### src/rtl/usb_tx_pkg.sv
// -----------------------------------------------------------------------------
// usb_tx_pkg
// Shared definitions for the USB TX arbiter:
//   - packet type codes carried on req_packet / tx_packet
//   - arbiter state encoding
//   - default largest legal DATA payload
// -----------------------------------------------------------------------------
package usb_tx_pkg;

    localparam logic [1:0] PKT_NONE = 2'b00;
    localparam logic [1:0] PKT_DATA = 2'b01;
    localparam logic [1:0] PKT_ACK  = 2'b10;
    localparam logic [1:0] PKT_NAK  = 2'b11;

    typedef enum logic [1:0] {
        IDLE = 2'd0,
        SEND = 2'd1,
        GAP  = 2'd2
    } state_t;

    localparam int MAX_SIZE_DEFAULT = 64;

endpackage

### src/rtl/usb_tx_arb_pick.sv
// -----------------------------------------------------------------------------
// usb_tx_arb_pick
// Combinational picker: returns the first eligible requester found when
// searching upward (with wrap) from index 'start'. start = 0 gives plain
// lowest-index-wins priority.
// Ports:
//   eligible [NUM_REQ]  requesters that may be granted
//   start    [PTR_W]    first index to examine (must be < NUM_REQ)
//   valid               at least one requester is eligible
//   idx      [PTR_W]    chosen requester (0 when valid is low)
// -----------------------------------------------------------------------------
module usb_tx_arb_pick #(
    parameter int NUM_REQ = 3,
    parameter int PTR_W   = $clog2(NUM_REQ)
) (
    input  logic [NUM_REQ-1:0] eligible,
    input  logic [PTR_W-1:0]   start,
    output logic               valid,
    output logic [PTR_W-1:0]   idx
);

    // pos_arr[k] is the requester examined k-th; rot[k] its eligibility.
    logic [PTR_W-1:0]   pos_arr [NUM_REQ];
    logic [NUM_REQ-1:0] rot;

    generate
        for (genvar gi = 0; gi < NUM_REQ; gi++) begin : g_rot
            logic [PTR_W:0] sum;
            assign sum         = {1'b0, start} + (PTR_W+1)'(gi);
            assign pos_arr[gi] = (sum >= (PTR_W+1)'(NUM_REQ)) ?
                                 PTR_W'(sum - (PTR_W+1)'(NUM_REQ)) : PTR_W'(sum);
            assign rot[gi]     = eligible[pos_arr[gi]];
        end
    endgenerate

    // Walk downward so the smallest search offset is the one left standing.
    always_comb begin
        valid = 1'b0;
        idx   = '0;
        for (int k = NUM_REQ - 1; k >= 0; k--) begin
            if (rot[k]) begin
                valid = 1'b1;
                idx   = pos_arr[k];
            end
        end
    end

endmodule

### src/rtl/usb_tx_arbiter.sv
// -----------------------------------------------------------------------------
// usb_tx_arbiter
// Shares one USB TX datapath between NUM_REQ requesters. IDLE picks an
// eligible requester (req high and packet type not NONE), SEND drives the
// latched command until tx_done or watchdog expiry, GAP enforces the
// inter-packet gap before the next pick.
//
// Build option: define USB_TX_ARB_RR_EN for round-robin arbitration
// (search starts after the last granted index). Without it the lowest
// eligible index always wins.
//
// Ports:
//   clk, rst (async, active-high)
//   req/req_packet/req_size/req_data  per-requester request, type, size, byte
//   grant/done/err                    one-hot single-cycle pulses to requesters
//   data_pop                          one-hot byte-consume strobe to owner
//   tx_packet/tx_packet_size          latched command to TX
//   tx_packet_data                    owner's byte, muxed combinationally
//   get_tx_packet_data, tx_done       strobes from TX
//   busy                              not IDLE
// Parameters: NUM_REQ (2..8), IPG_CYCLES (>=1), TIMEOUT_CYCLES (>=2),
//             MAX_SIZE (<=127)
// -----------------------------------------------------------------------------
module usb_tx_arbiter
    import usb_tx_pkg::*;
#(
    parameter int NUM_REQ        = 3,
    parameter int IPG_CYCLES     = 16,
    parameter int TIMEOUT_CYCLES = 8192,
    parameter int MAX_SIZE       = MAX_SIZE_DEFAULT
) (
    input  logic                   clk,
    input  logic                   rst,
    input  logic [NUM_REQ-1:0]     req,
    input  logic [2*NUM_REQ-1:0]   req_packet,
    input  logic [7*NUM_REQ-1:0]   req_size,
    input  logic [8*NUM_REQ-1:0]   req_data,
    output logic [NUM_REQ-1:0]     grant,
    output logic [NUM_REQ-1:0]     data_pop,
    output logic [NUM_REQ-1:0]     done,
    output logic [NUM_REQ-1:0]     err,
    output logic [1:0]             tx_packet,
    output logic [6:0]             tx_packet_size,
    output logic [7:0]             tx_packet_data,
    input  logic                   get_tx_packet_data,
    input  logic                   tx_done,
    output logic                   busy
);

    localparam int PTR_W = $clog2(NUM_REQ);
    localparam int WD_W  = $clog2(TIMEOUT_CYCLES);
    localparam int GAP_W = (IPG_CYCLES > 1) ? $clog2(IPG_CYCLES) : 1;
    localparam logic [WD_W-1:0]  WD_LAST  = WD_W'(TIMEOUT_CYCLES - 1);
    localparam logic [GAP_W-1:0] GAP_LAST = GAP_W'(IPG_CYCLES - 1);
    localparam logic [6:0]       SIZE_CAP = 7'(MAX_SIZE);

    // Per-requester views of the packed input buses.
    logic [NUM_REQ-1:0] eligible;
    logic [1:0]         pkt_arr  [NUM_REQ];
    logic [6:0]         size_arr [NUM_REQ];
    logic [7:0]         data_arr [NUM_REQ];

    generate
        for (genvar gi = 0; gi < NUM_REQ; gi++) begin : g_unpack
            assign pkt_arr[gi]  = req_packet[2*gi +: 2];
            assign size_arr[gi] = req_size[7*gi +: 7];
            assign data_arr[gi] = req_data[8*gi +: 8];
            assign eligible[gi] = req[gi] && (pkt_arr[gi] != PKT_NONE);
        end
    endgenerate

    state_t             state_q, state_d;
    logic [PTR_W-1:0]   owner_q, owner_d;
    logic [1:0]         pkt_q, pkt_d;
    logic [6:0]         size_q, size_d;
    logic [WD_W-1:0]    wd_cnt_q, wd_cnt_d;
    logic [GAP_W-1:0]   gap_cnt_q, gap_cnt_d;
    logic [NUM_REQ-1:0] grant_q, grant_d;
    logic [NUM_REQ-1:0] done_q, done_d;
    logic [NUM_REQ-1:0] err_q, err_d;
    logic [PTR_W-1:0]   pick_start;
    logic               pick_valid;
    logic [PTR_W-1:0]   pick_idx;
    logic [1:0]         pick_pkt;
    logic [6:0]         pick_size;

`ifdef USB_TX_ARB_RR_EN
    logic [PTR_W-1:0]   rr_ptr_q, rr_ptr_d;
    assign pick_start = rr_ptr_q;
`else
    assign pick_start = '0;
`endif

    usb_tx_arb_pick #(
        .NUM_REQ (NUM_REQ),
        .PTR_W   (PTR_W)
    ) u_pick (
        .eligible (eligible),
        .start    (pick_start),
        .valid    (pick_valid),
        .idx      (pick_idx)
    );

    function automatic logic [NUM_REQ-1:0] onehot(input logic [PTR_W-1:0] i);
        logic [NUM_REQ-1:0] v;
        v    = '0;
        v[i] = 1'b1;
        return v;
    endfunction

    assign pick_pkt  = pkt_arr[pick_idx];
    assign pick_size = size_arr[pick_idx];

    always_comb begin
        state_d   = state_q;
        owner_d   = owner_q;
        pkt_d     = pkt_q;
        size_d    = size_q;
        wd_cnt_d  = wd_cnt_q;
        gap_cnt_d = gap_cnt_q;
        grant_d   = '0;
        done_d    = '0;
        err_d     = '0;
`ifdef USB_TX_ARB_RR_EN
        rr_ptr_d  = rr_ptr_q;
`endif
        case (state_q)
            IDLE: begin
                if (pick_valid) begin
                    state_d  = SEND;
                    owner_d  = pick_idx;
                    grant_d  = onehot(pick_idx);
                    pkt_d    = pick_pkt;
                    // Handshakes carry no payload; DATA is clamped to the legal max.
                    if (pick_pkt == PKT_DATA) begin
                        size_d = (pick_size > SIZE_CAP) ? SIZE_CAP : pick_size;
                    end else begin
                        size_d = '0;
                    end
                    wd_cnt_d = '0;
`ifdef USB_TX_ARB_RR_EN
                    rr_ptr_d = (pick_idx == PTR_W'(NUM_REQ - 1)) ? '0 : pick_idx + 1'b1;
`endif
                end
            end
            SEND: begin
                // tx_done is tested first so it wins over a same-cycle timeout.
                if (tx_done) begin
                    done_d    = onehot(owner_q);
                    state_d   = GAP;
                    pkt_d     = PKT_NONE;
                    size_d    = '0;
                    gap_cnt_d = '0;
                end else if (wd_cnt_q == WD_LAST) begin
                    err_d     = onehot(owner_q);
                    state_d   = GAP;
                    pkt_d     = PKT_NONE;
                    size_d    = '0;
                    gap_cnt_d = '0;
                end else begin
                    wd_cnt_d  = wd_cnt_q + 1'b1;
                end
            end
            GAP: begin
                if (gap_cnt_q == GAP_LAST) begin
                    state_d   = IDLE;
                end else begin
                    gap_cnt_d = gap_cnt_q + 1'b1;
                end
            end
            default: state_d = IDLE;
        endcase
    end

    always_ff @(posedge clk or posedge rst) begin
        if (rst) begin
            state_q   <= IDLE;
            owner_q   <= '0;
            pkt_q     <= PKT_NONE;
            size_q    <= '0;
            wd_cnt_q  <= '0;
            gap_cnt_q <= '0;
            grant_q   <= '0;
            done_q    <= '0;
            err_q     <= '0;
`ifdef USB_TX_ARB_RR_EN
            rr_ptr_q  <= '0;
`endif
        end else begin
            state_q   <= state_d;
            owner_q   <= owner_d;
            pkt_q     <= pkt_d;
            size_q    <= size_d;
            wd_cnt_q  <= wd_cnt_d;
            gap_cnt_q <= gap_cnt_d;
            grant_q   <= grant_d;
            done_q    <= done_d;
            err_q     <= err_d;
`ifdef USB_TX_ARB_RR_EN
            rr_ptr_q  <= rr_ptr_d;
`endif
        end
    end

    assign grant          = grant_q;
    assign done           = done_q;
    assign err            = err_q;
    assign tx_packet      = pkt_q;
    assign tx_packet_size = size_q;
    assign busy           = (state_q != IDLE);

    // Byte path is only connected while a packet is in flight.
    assign tx_packet_data = (state_q == SEND) ? data_arr[owner_q] : '0;
    assign data_pop       = ((state_q == SEND) && get_tx_packet_data) ? onehot(owner_q) : '0;

endmodule

### config.mk
export PLATFORM = sky130hd
export DESIGN_NAME = usb_tx_arbiter
export DESIGN_NICKNAME = d
export VERILOG_FILES = /design/src/rtl/usb_tx_pkg.sv /design/src/rtl/usb_tx_arb_pick.sv /design/src/rtl/usb_tx_arbiter.sv
export SDC_FILE = /design/constraint.sdc
export NUM_CORES = 1
export LEC_CHECK = 0
export CORE_UTILIZATION = 39
export CTS_CLUSTER_SIZE = 28
export DETAILED_ROUTE_END_ITERATION = 10
export PLACE_DENSITY = 0.8
export SETUP_SLACK_MARGIN = 0.1
export SLEW_MARGIN = 20
export SYNTH_ARGS = -nofsm -noshare
export SYNTH_HDL_FRONTEND = slang
export SYNTH_SLANG_ARGS = --single-unit
export TNS_END_PERCENT = 30
### constraint.sdc
create_clock -name clk -period 1.71 [get_ports clk]
set_input_delay 0.171 -clock clk [delete_from_list [all_inputs] [get_ports clk]]
set_output_delay 0.171 -clock clk [all_outputs]
set_load 0.02 [all_outputs]
==> results.toml, run 1 <==
[drt]
wl_mm = 7.18
drt_iter0_drc = 103
drcViolationCount = 0
num_vias = 2538
antenna_left = 0
drtPass1Iterations = 5
wire_per_inst_um = 15.6
viasPerCell = 5.52

[pwr]
pwr-share-clk = 0.180
switching_share = 0.381
power_mw = 4.40
p_leak_nw = 1.74
seq_power_share = 0.281
powerDensity_mw_per_mm2 = 1130
comb_power_share = 0.538
switchingPower_mw = 1.68
ir_drop_mv = 0.504
internal_power_mw = 2.72

[clock_tree]
cts_buffer_depth = 2
clk_latency_ps = 300
numCtsBuffers = 5
cts.root.buffer_cell = "clkbuf_8"
htreeDepth = 2
clkTransAtPathRegs_ps = 90
cts_tree = "done"
cts_sinks = 39

[timing]
layout_setup_ws_ps = -48.2
hold_ws_ps = 299
fin_crit_sh = 1.03
setup_violations = 6
maxSlewHeadroom = 0.664
rsz0062_at_grt = "true"
drv_slew = 0
max_freq_mhz = 569
finalClockSkew_ps = 13.5
tightest_slew_ps = 504
hold_viol = 0
fin_crit_ps = 1760

[yosys]
ys_seq_area_frac = 0.441
synth_largest_area_cell = "dfrtp_1"
yosysTopAreaCellShare = 0.441
netlist_instances = 238
ys_top_cells_by_area = "dfrtp_1, mux2i_1, o21ai_0"
synth_compound_area_frac = 0.239
yosys_register_bits = 39
avgSynthCellArea_um2 = 9.30
synthXorXnorAreaFrac = 0.00791
synthesis.area_mm2 = 0.00221
synth_cell_types = 46
synthMuxAreaShare = 0.0503
ys_warn_count = 0
ys.flop_type = "dfrtp_1"
synthSimpleGateAreaFrac = 0.226
synth_enable_flop_cells = 0
syn_nets = 298
synth_common_cells = "dfrtp_1, nor2_1, o21ai_0"
yosys.cell_count.top_type = "dfrtp_1"
synth-adder-area-share = 0.0113
async_reset_ff_frac = 1.00
synth_top_family_by_area = "compound AO/OA/AOI/OAI gates"

[critical_path]
critPathMaxFanout = 8
worstPathArrival_ps = 1990
ff2ff_setup_slack_ps = -50
r2r_end = "wd_cnt_q[9]"
critical_path_required_ps = 1940
r2r_start = "state_q[1]"
rr_worst_depth = 5
crit_path_end_kind = "flip-flop"
startpoint_type = "flip-flop"
path_class = "flip-flop to flip-flop"

[floorplan]
core-area_mm2 = 0.00547
die_width_um = 77.3
die_h_um = 77.3
rows = 27
start_util = 0.404
die-area_mm2 = 0.00598
ios = 88

[finish]
antenna_cells = 0
nets = 447
drive_gt1_frac = 0.304
area_growth_pct = 76.2

[run_status]
status = "complete, but fails checks"
violations = "setup timing"

[grt]
grt_pass1_vias = 2518
antenna_found_initial = 0
grt_max_degree = 40
grt_pass1_wl_mm = 11.1
grt_remaining_overflow = 0
grt_usage = 0.232

[run]
drv_cap = 0

[placement]
portBuffers = 87
place_congestion = 0.871
place_hpwl_mm = 5.00

[hold_path]
hold_class = "input pin to asynchronous set/reset pin"
## critical path: stages (launching register included)
cell and delay (ps):
dfrtp_1 390, or3b_4 410, a41o_4 280, buf_6 130
or3_4 360, a21oi_2 130
## power by group through the flow
stage	logic, mW	clock network [mW]	registers [mW]
final	2.37	0.793	1.24
after global placement	2.06	0	1.24
after detailed placement	2.12	0	1.24
after CTS	2.23	0.803	1.23
after global routing	2.55	0.844	1.26
after floorplan	1.04	0	1.31
## flip-flops by register name (all words and copies together) (netlist names)
register	count
wd_cnt_q	13
tx_packet_size	7
gap_cnt_q	4
done	3
err	3
grant	3
owner_q	2
state_q	2
tx_packet	2
## placed cells by master, fill, tap and decap left out, drive strengths merged, types with 6 or more instances in the layout
cell type and n:
a21oi 15, a222oi 6, and2 11, buf 77, clkdlybuf4s50 73, dfrtp 39, mux2i 10, nand2 17
nand4 7, nor2 23, o21ai 21, o31ai 7, o41ai 6
## what timing repair did
action,in CTS,in global routing
gates cloned,0,1
buffers inserted,6,4
setup endpoints to repair,34,41
hold buffers,0,0
pin swaps,9,20
gates resized for setup,68,33
## cell families after synthesis
logic type / after synthesis
simple gates: 93
compound gates: 78
flops: 39
buf+inv: 13
mux: 11
xor+xnor: 2
fa+ha+maj: 2
## layout make-up
cell class,count,area [um2]
inverters,2,7.51
well taps,72,90.1
repair buffers,153,1370
clock buffers,5,68.8
clock inverters,3,46.3
fillers,419,1570
flip-flops and latches,39,978
multi-input cells,186,1340
## worst max path at each step
stage | from | to | slack (ps) | cells past startpoint
2_1_floorplan | state_q[1] | wd_cnt_q[10] | -10 | 5
3_3_place_gp | tx_done | wd_cnt_q[9] | -320 | 6
3_5_place_dp | req_packet[1] | tx_packet_size[3] | -370 | 6
4_1_cts | state_q[1] | wd_cnt_q[9] | -30 | 5
5_1_grt | state_q[1] | wd_cnt_q[9] | -100 | 5
6_report | state_q[1] | wd_cnt_q[9] | -50 | 5
## through the flow
stage | instance area [um2] | instances | setup TNS, ps | worst slack [ps] | util
2_1_floorplan | 2220 | 238 | -19.5 | -9.76 | -
6_report | 3900 | 460 | -87.3 | -48.2 | 0.713
3_3_place_gp | 3560 | 441 | -5510 | -324 | 0.650
4_1_cts | 3770 | 455 | -69.5 | -26.7 | 0.690
5_1_grt | 3900 | 460 | -810 | -99.1 | 0.713
3_5_place_dp | 3560 | 441 | -6630 | -368 | 0.650
## layer usage
layer	GRT usage	wire (um)	up-vias
met5	0	0	-
met4	0.0547	53	0
met3	0.0553	295	6
met2	0.431	3960	76
met1	0.265	2870	1245
li1	-	-	1211
(Power assumes the default switching activity.)
==> inputs of run 2 (changes only) <==
- CAP_MARGIN: unset -> 0
- CTS_CLUSTER_DIAMETER: unset -> 150
==> results of run 2 <==
Same layout as run 1: the final DEF is identical, and so are final timing and power.
